### config.mk
export PLATFORM = sky130hd
export DESIGN_NAME = wb_stage
export DESIGN_NICKNAME = d
export VERILOG_FILES = /design/src/rtl/wb_stage.sv
export SDC_FILE = /design/constraint.sdc
export NUM_CORES = 1
export LEC_CHECK = 0
export CAP_MARGIN = 25
export CORE_ASPECT_RATIO = 1.25
export CORE_MARGIN = 2
export CORE_UTILIZATION = 40
export CTS_CLUSTER_DIAMETER = 80
export CTS_CLUSTER_SIZE = 10
export DETAILED_ROUTE_END_ITERATION = 8
export PLACE_DENSITY = 0.93
export REMOVE_ABC_BUFFERS = 1
export SETUP_SLACK_MARGIN = 0.5
export SLEW_MARGIN = 20
export SYNTH_ARGS = -nofsm -noshare
export SYNTH_HDL_FRONTEND = slang
export SYNTH_SLANG_ARGS = --single-unit
### constraint.sdc
create_clock -name clock -period 4.4 [get_ports clock]
set_clock_uncertainty 0.1 [all_clocks]
set_input_delay 0.88 -clock clock [delete_from_list [all_inputs] [get_ports clock]]
set_output_delay 0.88 -clock clock [all_outputs]
set_load 0.02 [all_outputs]
### src/rtl/wb_stage.sv
// wb_stage: write-back pipeline stage.
// Holds the W pipeline register, drives the two register-file write ports
// with bubble/fault/conflict suppression, and latches the sticky halt.
// Optional feature macro: WB_RETIRE_CNT_EN builds the retired-instruction
// counter; when undefined, retired is tied to zero.
module wb_stage #(
  parameter logic [3:0] RNONE     = 4'hF,
  parameter logic [2:0] STAT_AOK  = 3'd1,
  parameter logic [3:0] NOP_ICODE = 4'h1
) (
  input  logic        clock,
  input  logic        reset,
  input  logic        m_valid,
  input  logic [2:0]  m_stat,
  input  logic [3:0]  m_icode,
  input  logic [31:0] m_valE,
  input  logic [31:0] m_valM,
  input  logic [3:0]  m_dstE,
  input  logic [3:0]  m_dstM,
  input  logic        w_stall,
  input  logic        w_bubble,
  output logic [3:0]  dstE,
  output logic [31:0] valE,
  output logic [3:0]  dstM,
  output logic [31:0] valM,
  output logic [3:0]  w_icode,
  output logic [2:0]  w_stat,
  output logic        halted,
  output logic [31:0] retired
);

  logic        w_valid;
  logic [2:0]  w_stat_q;
  logic [3:0]  w_icode_q;
  logic [31:0] w_vale_q;
  logic [31:0] w_valm_q;
  logic [3:0]  w_dste_q;
  logic [3:0]  w_dstm_q;
  logic        halted_q;

  logic        load_insn;
  logic        load_bubble;

  // Load decision: halt freezes W, stall beats bubble, invalid input is a bubble
  always_comb begin
    load_insn   = !halted_q && !w_stall && !w_bubble && m_valid;
    load_bubble = !halted_q && !w_stall && (w_bubble || !m_valid);
  end

  // W pipeline register
  always_ff @(posedge clock or negedge reset) begin
    if (!reset) begin
      w_valid   <= 1'b0;
      w_stat_q  <= STAT_AOK;
      w_icode_q <= NOP_ICODE;
      w_vale_q  <= '0;
      w_valm_q  <= '0;
      w_dste_q  <= RNONE;
      w_dstm_q  <= RNONE;
    end else if (load_bubble) begin
      w_valid   <= 1'b0;
      w_stat_q  <= STAT_AOK;
      w_icode_q <= NOP_ICODE;
      w_vale_q  <= '0;
      w_valm_q  <= '0;
      w_dste_q  <= RNONE;
      w_dstm_q  <= RNONE;
    end else if (load_insn) begin
      w_valid   <= 1'b1;
      w_stat_q  <= m_stat;
      w_icode_q <= m_icode;
      w_vale_q  <= m_valE;
      w_valm_q  <= m_valM;
      w_dste_q  <= m_dstE;
      w_dstm_q  <= m_dstM;
    end
  end

  // Sticky halt: set when a faulting instruction enters W, cleared by reset only
  always_ff @(posedge clock or negedge reset) begin
    if (!reset) begin
      halted_q <= 1'b0;
    end else if (load_insn && (m_stat != STAT_AOK)) begin
      halted_q <= 1'b1;
    end
  end

`ifdef WB_RETIRE_CNT_EN
  logic [31:0] retired_cnt;

  // Retired-instruction counter, wraps naturally at 32 bits
  always_ff @(posedge clock or negedge reset) begin
    if (!reset) begin
      retired_cnt <= '0;
    end else if (load_insn && (m_stat == STAT_AOK)) begin
      retired_cnt <= retired_cnt + 32'd1;
    end
  end

  assign retired = retired_cnt;
`else
  assign retired = '0;
`endif

  // Write-port suppression from W state only; M port wins a same-register conflict
  always_comb begin
    dstE = w_dste_q;
    dstM = w_dstm_q;
    if (!w_valid || (w_stat_q != STAT_AOK)) begin
      dstE = RNONE;
      dstM = RNONE;
    end else if ((w_dste_q == w_dstm_q) && (w_dste_q != RNONE)) begin
      dstE = RNONE;
    end
  end

  assign valE    = w_vale_q;
  assign valM    = w_valm_q;
  assign w_icode = w_icode_q;
  assign w_stat  = w_stat_q;
  assign halted  = halted_q;

endmodule
* Word level (Yosys, flattened, before mapping) *
Index checks and enable logic that the tools add are counted.

storage, ports and cells
  flip-flop bits (word level) = 81
  output and inout port bits = 112
  word-level logic and storage cells = 43

cells by class
  eq/ne operators = 4
  mux-type cells = 17
  reduce and logical (&&, ||, !) cells = 14

operators by type and width
  cell                  number
  $mux W32              4
  $mux W4               9
  $logic_and A1 B1 Y1   6
  $mux W3               2
  $ne A3 B1 Y1 const B  2
  $logic_not A1 Y1      5
  $eq A4 B4 Y1          1
  $ne A4 B4 Y1 const B  1
  $logic_or A1 B1 Y1    2
  $mux W1               2
  $reduce_bool A2 Y1    1

* Depth between registers and ports, before layout *
  depth in word-level cells = 6
  gate-level depth with buffers = 6
  mapped depth without buffers = 3

* Worst setup path after synthesis *
Ideal clock, no wire load.

  path kind = flip-flop to output port
  start point = register w_stat_q[0], in the netlist w_stat[0]
  end point = output port dstE[0]
  arrival = 1.407 ns
  required time = 3.420 ns
  slack = 2.013 ns
  stages on the path, launching flop included = 3
  buffers on the path = 0
  cell sequence = dfstp_2 nor4bb_1 o211ai_1

between the ends
  cells in the longest elaborated chain, start to end = 3

RTL lines
  element                   RTL line  RTL
  start: declaration        33        logic [2:0] w_stat_q;
  start signal: assignment  70        w_stat_q <= m_stat;
  $ne A3 B1 Y1              109       if (!w_valid || (w_stat_q != STAT_AOK)) begin
  $logic_or A1 B1 Y1        109
  $mux W4                   109
  end: declaration          22        output logic [3:0] dstE,

No other way between the ends.

* Final worst setup path *
Same ends and word-level chain as after synthesis.

==> results.md <==
* CTS tree: built
* CP arrival at 2.20 ns
* Clock root buffer: clkbuf_8
* Critical Path End Type: primary output
* P per Cell Area at 431 nW/um2
* Status: finished, final reports clean
* Worst-Margin Slew at roughly 0.73 ns
* P_leak at 2.19 nW
* Ant. Diodes at 0
* Io pins at 196
* Yosys top cell by area: dfrtp_1
* WHS at roughly 0.4 ns
* Required time worst endpoint at 3.42 ns
* Post-synth ARST share at 1.00
* Layout cells sized above 1 at 0.0622
* Total global routing overflow at 0
* Nets at 481
* Worst vdd ir at between 0.0002 and 0.0003 V
* Clk_lat worst skew at 0.33 ns
* Number of detailed-route iterations in the first pass at 4
* Drt wl/cell at 16.8 um
* GPL Wtd Cong at 0.849
* Final-report hold violation count at 0
* Post-DRT Antenna Nets at 0
* Slew HR at 0.511
* # hold bufs at CTS at 0
* Min Clock Period, post-route at approximately 3.2 ns
* Post-Synthesis Cells at 237
* Worst path cell trace: nor4bb_1, o211ai_1, clkdlybuf4s50_1
* Worst setup SP type: flop
* DRC at 0
* TNS Setup at 0 ns
* Area grow syn2layout at 53.5%
* Chip Width at 84.5 um
* Post-synth EDFFs at 0
* I/O Buffers at 163
* Filler instances at about 620
* CP peak stage delay at 0.58 ns
* Initial DRC count at 80
* Reg2reg path depth at 4
* Cell with the most instances after synthesis: dfrtp_1
* Post-Route WL at about 8300 um
* CP max FO at 5
* Dpl cells at 480
* Synthesized flop and latch total at 81
* Fmax at 0.314 GHz
* Via count at about 2500
* Top post-synthesis cells by count: 71 x dfrtp_1, 69 x a22o_1, 34 x buf_4
* Die area at 8840 um2
* Final Power at 0.00215 W
* Initial Util at 0.413
* Dominant cells by area after synthesis: dfrtp_1 55%, a22o_1 19%, dfstp_2 8.1%
* Clock Sinks at between 80 and 90
* Pin count of the biggest net entering global routing at 82
* Cell area after synthesis at 3240 um2
* Post-synthesis sequential area ratio at 0.629
* CP max-delay cell: clkdlybuf4s50_1
* RSZ-0062 raised after global routing: false
* Final setup violation count at 0
* Die Span Y at ~100 um
* Post-CTS Resized at 0
* Crit path max-delay family: buffers and inverters
* MaxCap Viol Count at 0
* Setup bufs post-CTS at 0
* Core area at about 7800 um2
* Non-filler cells, final at 497
* Ys flop type: dfrtp_1
* Vias in the first global route at 2592
* CTS HTree Levels at 3
* Post-synth cell types at 27
* Vias per Instance at roughly 5.0
* Antenna violations before repair at 0
* Deepest clock path buffer count at 2
* Global-route usage over all layers at 0.188
* Top-area cell type share of the netlist area at 0.548
* Std-Cell Rows at 36
* CTS buffer count at 9
* Synth Warn # at 0
* WS Path Type: reg2out
* Global-route wire length before repair at 13200 um
* Hold/Removal Path Class: in2async
* Clock slew at reported path FFs at 0.07 ns
* Syn avg cell area at 13.7 um2
* Crit path buffers/inverters at 1
* Final Slew Violations at 0
* WP depth at 3
* Period utilization at 0.723
* DP HPWL at between 5000 and 6000 um
## metrics by stage
stage,setup WS (ns),utilization,cell area (um2)
after floorplan,0.710,-,3040
after global placement,1.59,0.613,4800
after detailed placement,1.56,0.613,4800
after CTS,1.18,0.632,4950
after global routing,1.05,0.635,4970
final,1.22,0.635,4970
## routing by layer
| metal | track usage | vias to the layer above | wire length [um] |
|---|---|---|---|
| li1 | - | 1135 | - |
| met1 | 0.225 | 1217 | 3150 |
| met3 | 0.0324 | 21 | 465 |
| met4 | 0.101 | 0 | 262 |
| met5 | 0 | - | 0 |
| met2 | 0.321 | 115 | 4470 |
## power breakdown
group          switching (W)  total, W  internal, W
clock network       0.000231  0.000439     0.000207
registers          0.0000905  0.000980     0.000890
logic               0.000346  0.000726     0.000380
total               0.000668   0.00215      0.00148
## layout make-up
class / count / area, um2 / area share
Inverter: 1 / 3.75 / 0.000755
Sequential cell: 81 / 2040 / 0.410
Tap cell: 95 / 119 / 0.0239
Multi-Input combinational cell: 138 / 998 / 0.201
Clock buffer: 16 / 150 / 0.0302
Timing Repair Buffer: 166 / 1660 / 0.335
## kinds of logic (layout without fill, tap and decap cells)
family	Yosys count	count (layout)	synth area share
simple gates	17	17	0.0351
flops	81	81	0.629
xor+xnor	3	3	0.00811
other cells	1	32	0.00116
buf+inv	49	183	0.0985
compound gates	86	86	0.228
## path summary, 6_finish.rpt
| kind | from | slack (ns) | to |
|---|---|---|---|
| max | w_stat[0]$_DFFE_PN1P_ | 1.22 | dstE[0] |
| min | reset | 0.40 | valE[7]$_DFFE_PN0P_ |
| max reg2reg | halted$_DFFE_PN0P_ | 2.47 | valM[28]$_DFFE_PN0P_ |
| min reg2reg | valM[26]$_DFFE_PN0P_ | 0.40 | valM[26]$_DFFE_PN0P_ |
| max in group asynchronous | reset | 3.21 | valE[26]$_DFFE_PN0P_ |
| min in group clock | valM[26]$_DFFE_PN0P_ | 0.40 | valM[26]$_DFFE_PN0P_ |
## placed cells by master (no fill, tap or decap)
master,n
clkdlybuf4s50_1,162
dfrtp_1,71
a22o_1,69
conb_1,32
dfstp_2,10
o22a_1,9
clkbuf_8,9
clkbuf_1,7
nor2_1,4
nand2b_1,4
xnor2_1,3
o21ai_0,3
buf_4,3
nand2_1,2
inv_1,1
o2111ai_1,1
nand3_1,1
a21boi_0,1
nand4bb_1,1
nor4bb_1,1
o211ai_1,1
or2_2,1
nor3b_4,1
nand3b_1,1
a2bb2oi_1,1
nor3b_1,1
o21bai_1,1
buf_12,1
## sequential cells by signal, indices dropped and copies added (netlist names)
signal    count
valE         32
valM         32
w_dste_q      4
w_dstm_q      4
w_icode       4
w_stat        3
halted        1
w_valid       1
(Power assumes the default switching activity.)
==> RTL change 1: new RTL, config.mk and constraints unchanged <==
Set the parameter `RNONE` to 4'h8 (it was 4'hF).
--- a/src/rtl/wb_stage.sv
+++ b/src/rtl/wb_stage.sv
@@ -4,7 +4,7 @@
 // Optional feature macro: WB_RETIRE_CNT_EN builds the retired-instruction
 // counter; when undefined, retired is tied to zero.
 module wb_stage #(
-  parameter logic [3:0] RNONE     = 4'hF,
+  parameter logic [3:0] RNONE     = 4'h8,
   parameter logic [2:0] STAT_AOK  = 3'd1,
   parameter logic [3:0] NOP_ICODE = 4'h1
 ) (
Function: changed (Yosys sat finds a counterexample within 4 cycles, from zero or initial values and one cycle with reset low).
==> RTL change 1 against the unedited design <==
Sequential cell count stayed put. Wire length decreased by 1.8%. Area after synthesis increased by 0.93%. Worst setup slack got worse by 12 ps. Total power up 10%. Count of clock-buffer cells in the layout is 5 lower. Final area is 2.3% higher. Non-clock buffer count unchanged. Global-route usage decreased by 0.52 points. First-iteration DRC count grew 25%. Cell count stayed put. Critical endpoint is now dstE[3]. Highest routed layer unchanged.
==> RTL change 1: results (changes against the unedited design) <==
met1 Track Usage GR - 21.7% (-0.74 points)
DP Wirelength - 5790 µm (-3.1%)
met2 Track Usage GR - 31.1% (-0.96 points)
R2R setup slack - 2400 ps (-70 ps)
Vias - 2467 (-0.84%)
WL per Instance - 16.5 µm (-1.8%)
post-cts resize count - 0 (unchanged)
yosys warns - 0 (unchanged)
Peak VDD IR - 278 µV (+10%)
sequential share of the synthesized area - 62.1% (-0.81 points)
worst r2r dst - valE[2]$_DFFE_PN0P_
share of cells above drive strength 1 - 6.47% (+0.25 points)
critical path fanouts, max - 4 (-1)
routing usage on met3 - 5.29% (+2.1 points)
WHS - 357 ps (-46.9 ps)
number of global-route vias before repair - 2613 (+0.81%)
GRT Total Usage - 18.3% (-0.52 points)
Starting DRT DRC Count - 100 (+25%)
Pleak - 2.27 nW (+3.9%)
commonest cells in the netlist - 77 x dfrtp_1, 75 x a22o_1, 33 x buf_4
worst-margin pin slew - 796 ps (+62.1 ps)
Unique masters post-synth - 24 (-11%)
outcome - finished clean
placed cell areas - 4800 µm² (about the same)
Placer Congestion - 0.860 (+1.3%)
[RTL change 1: how the worst max path moves through the flow]
stage,slack [ps],endpoint,from
after floorplan,-240,valE[0]$_DFFE_PN0P_,w_stall
after global placement,1530,valE[2]$_DFFE_PN0P_,w_stall
after detailed placement,1490,valE[2]$_DFFE_PN0P_,w_stall
after CTS,1180,dstE[3],w_dstm_q[3]$_DFFE_PN1P_
after global routing,1080,dstE[3],w_dstm_q[3]$_DFFE_PN1P_
final,1210,dstE[3],w_dstm_q[3]$_DFFE_PN1P_
[RTL change 1: power breakdown]
| group | switching, mW | leakage [nW] | internal (mW) |
|---|---|---|---|
| registers | 0.0829 | 1.08 | 0.877 |
| clock network | 0.252 | 0.124 | 0.435 |
| logic | 0.343 | 1.07 | 0.375 |
| total | 0.678 | 2.27 | 1.69 |
[RTL change 1: kinds of logic after synthesis]
kind of cell,count (synthesis),share of synthesized area (%)
compound gates,86,22.8
xor+xnor,3,0.804
buf+inv,50,10.9
flops,81,62.1
other cells,1,0.115
simple gates,17,3.29
[RTL change 1: critical path: stages, from the launching register on]
cell and delay, ps:
dfstp_2 560, xor2_1 80, a2111oi_2 480, a21o_1 180, clkdlybuf4s50_1 590
[RTL change 1: cell type report]
class | instances | area [µm²]
clock buffer | 11 | 131
clock inverter | 5 | 128
fill | 585 | 2790
inverter | 1 | 3.75
multi-input combinational | 138 | 1000
sequential | 81 | 2030
tap | 95 | 119
timing repair buffer | 166 | 1670
[RTL change 1: stage by stage]
stage,util (%),setup slack [ps],cells
CTS,64.2,1180,496
global placement,60.9,1530,480
floorplan,-,-245,220
detailed placement,60.9,1490,480
finish,64.6,1210,497
global route,64.6,1080,497
[RTL change 1: metal layers]
| layer | wire length (µm) | vias to the layer above |
|---|---|---|
| li1 | - | 1130 |
| met1 | 3180 | 1204 |
| met2 | 4320 | 113 |
| met3 | 472 | 20 |
| met4 | 219 | 0 |
| met5 | 0 | - |
==> RTL change 2: new RTL, same flow settings <==
Without the edit above. Add a define of `WB_RETIRE_CNT_EN`.
--- a/src/rtl/wb_stage.sv
+++ b/src/rtl/wb_stage.sv
@@ -3,6 +3,8 @@
 // with bubble/fault/conflict suppression, and latches the sticky halt.
 // Optional feature macro: WB_RETIRE_CNT_EN builds the retired-instruction
 // counter; when undefined, retired is tied to zero.
+`define WB_RETIRE_CNT_EN
+
 module wb_stage #(
   parameter logic [3:0] RNONE     = 4'hF,
   parameter logic [2:0] STAT_AOK  = 3'd1,
Function: changed (Yosys sat finds a counterexample within 4 cycles, from zero or initial values and one cycle with reset low).
==> RTL change 2 against the unedited design <==
Synthesized cell count up 44%. Worst setup slack lost 400 ps. Register-to-register slack worse by 670 ps. Final area rose by 45%. Clock power grew to 3.3 times the old value. Wire length grew 41%. Via count up 46%. Total power up 72%. Area after synthesis rose by 38%. Die area rose by 37%. Sequential cell count rose by 32. Largest power group is now clock.
==> RTL change 2: results (changes against the unedited design) <==
outcome - finished clean
quantity of I/O buffers inserted on ports - 195 (+20%)
final core utilization - 65.4% (+1.9 points)
fin cells - 686 (+38%)
Clock power frac - 39.3% (+19 points)
Arr. time, crit path - 2600 ps (+400 ps)
number of global-route vias before repair - 3799 (+47%)
Placer Congestion - 0.851 (+0.13%)
Peak VDD IR - 272 µV (+7.8%)
Starting DRT DRC Count - 97 (+21%)
largest net degree at the start of global routing - 75 (-8.5%)
Pleak - 3.15 nW (+44%)
Compound-Gate Fraction of Synth Area - 15.9% (-6.9 points)
WL per Instance - 17.2 µm (+2.1%)
# H-tree levels - 4 (+1)
P_comb - 0.883 mW (+22%)
Root Driver - clkbuf_16
first-pass GRT wire length - 18700 µm (+42%)
drt first pass iters - 5 (+1)
Filler Cells Inserted - 806 (+30%)
Unique masters post-synth - 35 (+30%)
worst-margin pin slew - 765 ps (+31.3 ps)
Net count, final - 623 (+30%)
Crit path max-delay family - simple AND/OR/NAND/NOR gates
Vias - 3624 (+46%)
## RTL change 2: changes by cell type after synthesis, moves of 11 or more
cell / delta
xor2_1: +22
nand3_1: +12
dfrtp_1: +32
buf_4: -34
nand2_1: +11
clkbuf_1: +11
## RTL change 2: kinds of logic (layout without fill, tap and decap cells)
| group | Yosys count | count (layout) |
|---|---|---|
| AO/OA/AOI/OAI | 82 | 82 |
| XOR/XNOR | 34 | 34 |
| adder cells (fa/ha/maj) | 1 | 1 |
| buffers and inverters | 26 | 236 |
| flip-flops | 113 | 113 |
| multiplexers | 1 | 1 |
| AND/OR/NAND/NOR | 84 | 84 |
## RTL change 2: cell type report
type	count	area [µm²]	area share [%]
multi-input combinational	202	1550	21.5
clock buffer	19	453	6.28
timing repair buffer	199	1990	27.6
tap	135	169	2.34
sequential	113	2840	39.4
inverter	5	18.8	0.260
clock inverter	13	185	2.57
## RTL change 2: per-layer routing
metal | part of all wire, % | track usage (%) | vias up
met1 | 42 | 24.6 | 1803
li1 | - | - | 1656
met4 | 1.8 | 6.93 | 0
met5 | 0 | 0 | -
met2 | 49 | 31.3 | 148
met3 | 6.7 | 6.55 | 17
## RTL change 2: final timing paths
check	startpoint	endpoint	slack, ps	cells after the start
min in group clock	retired[31]$_DFFE_PN0P_	retired[31]$_DFFE_PN0P_	370	1
worst min-delay path	reset	retired[26]$_DFFE_PN0P_	350	1
worst min register to register	retired[31]$_DFFE_PN0P_	retired[31]$_DFFE_PN0P_	370	1
worst max-delay path	w_stat[0]$_DFFE_PN1P_	dstE[3]	820	4
worst max register to register	halted$_DFFE_PN0P_	retired[18]$_DFFE_PN0P_	1800	4
max in group asynchronous	reset	valM[24]$_DFFE_PN0P_	2920	2
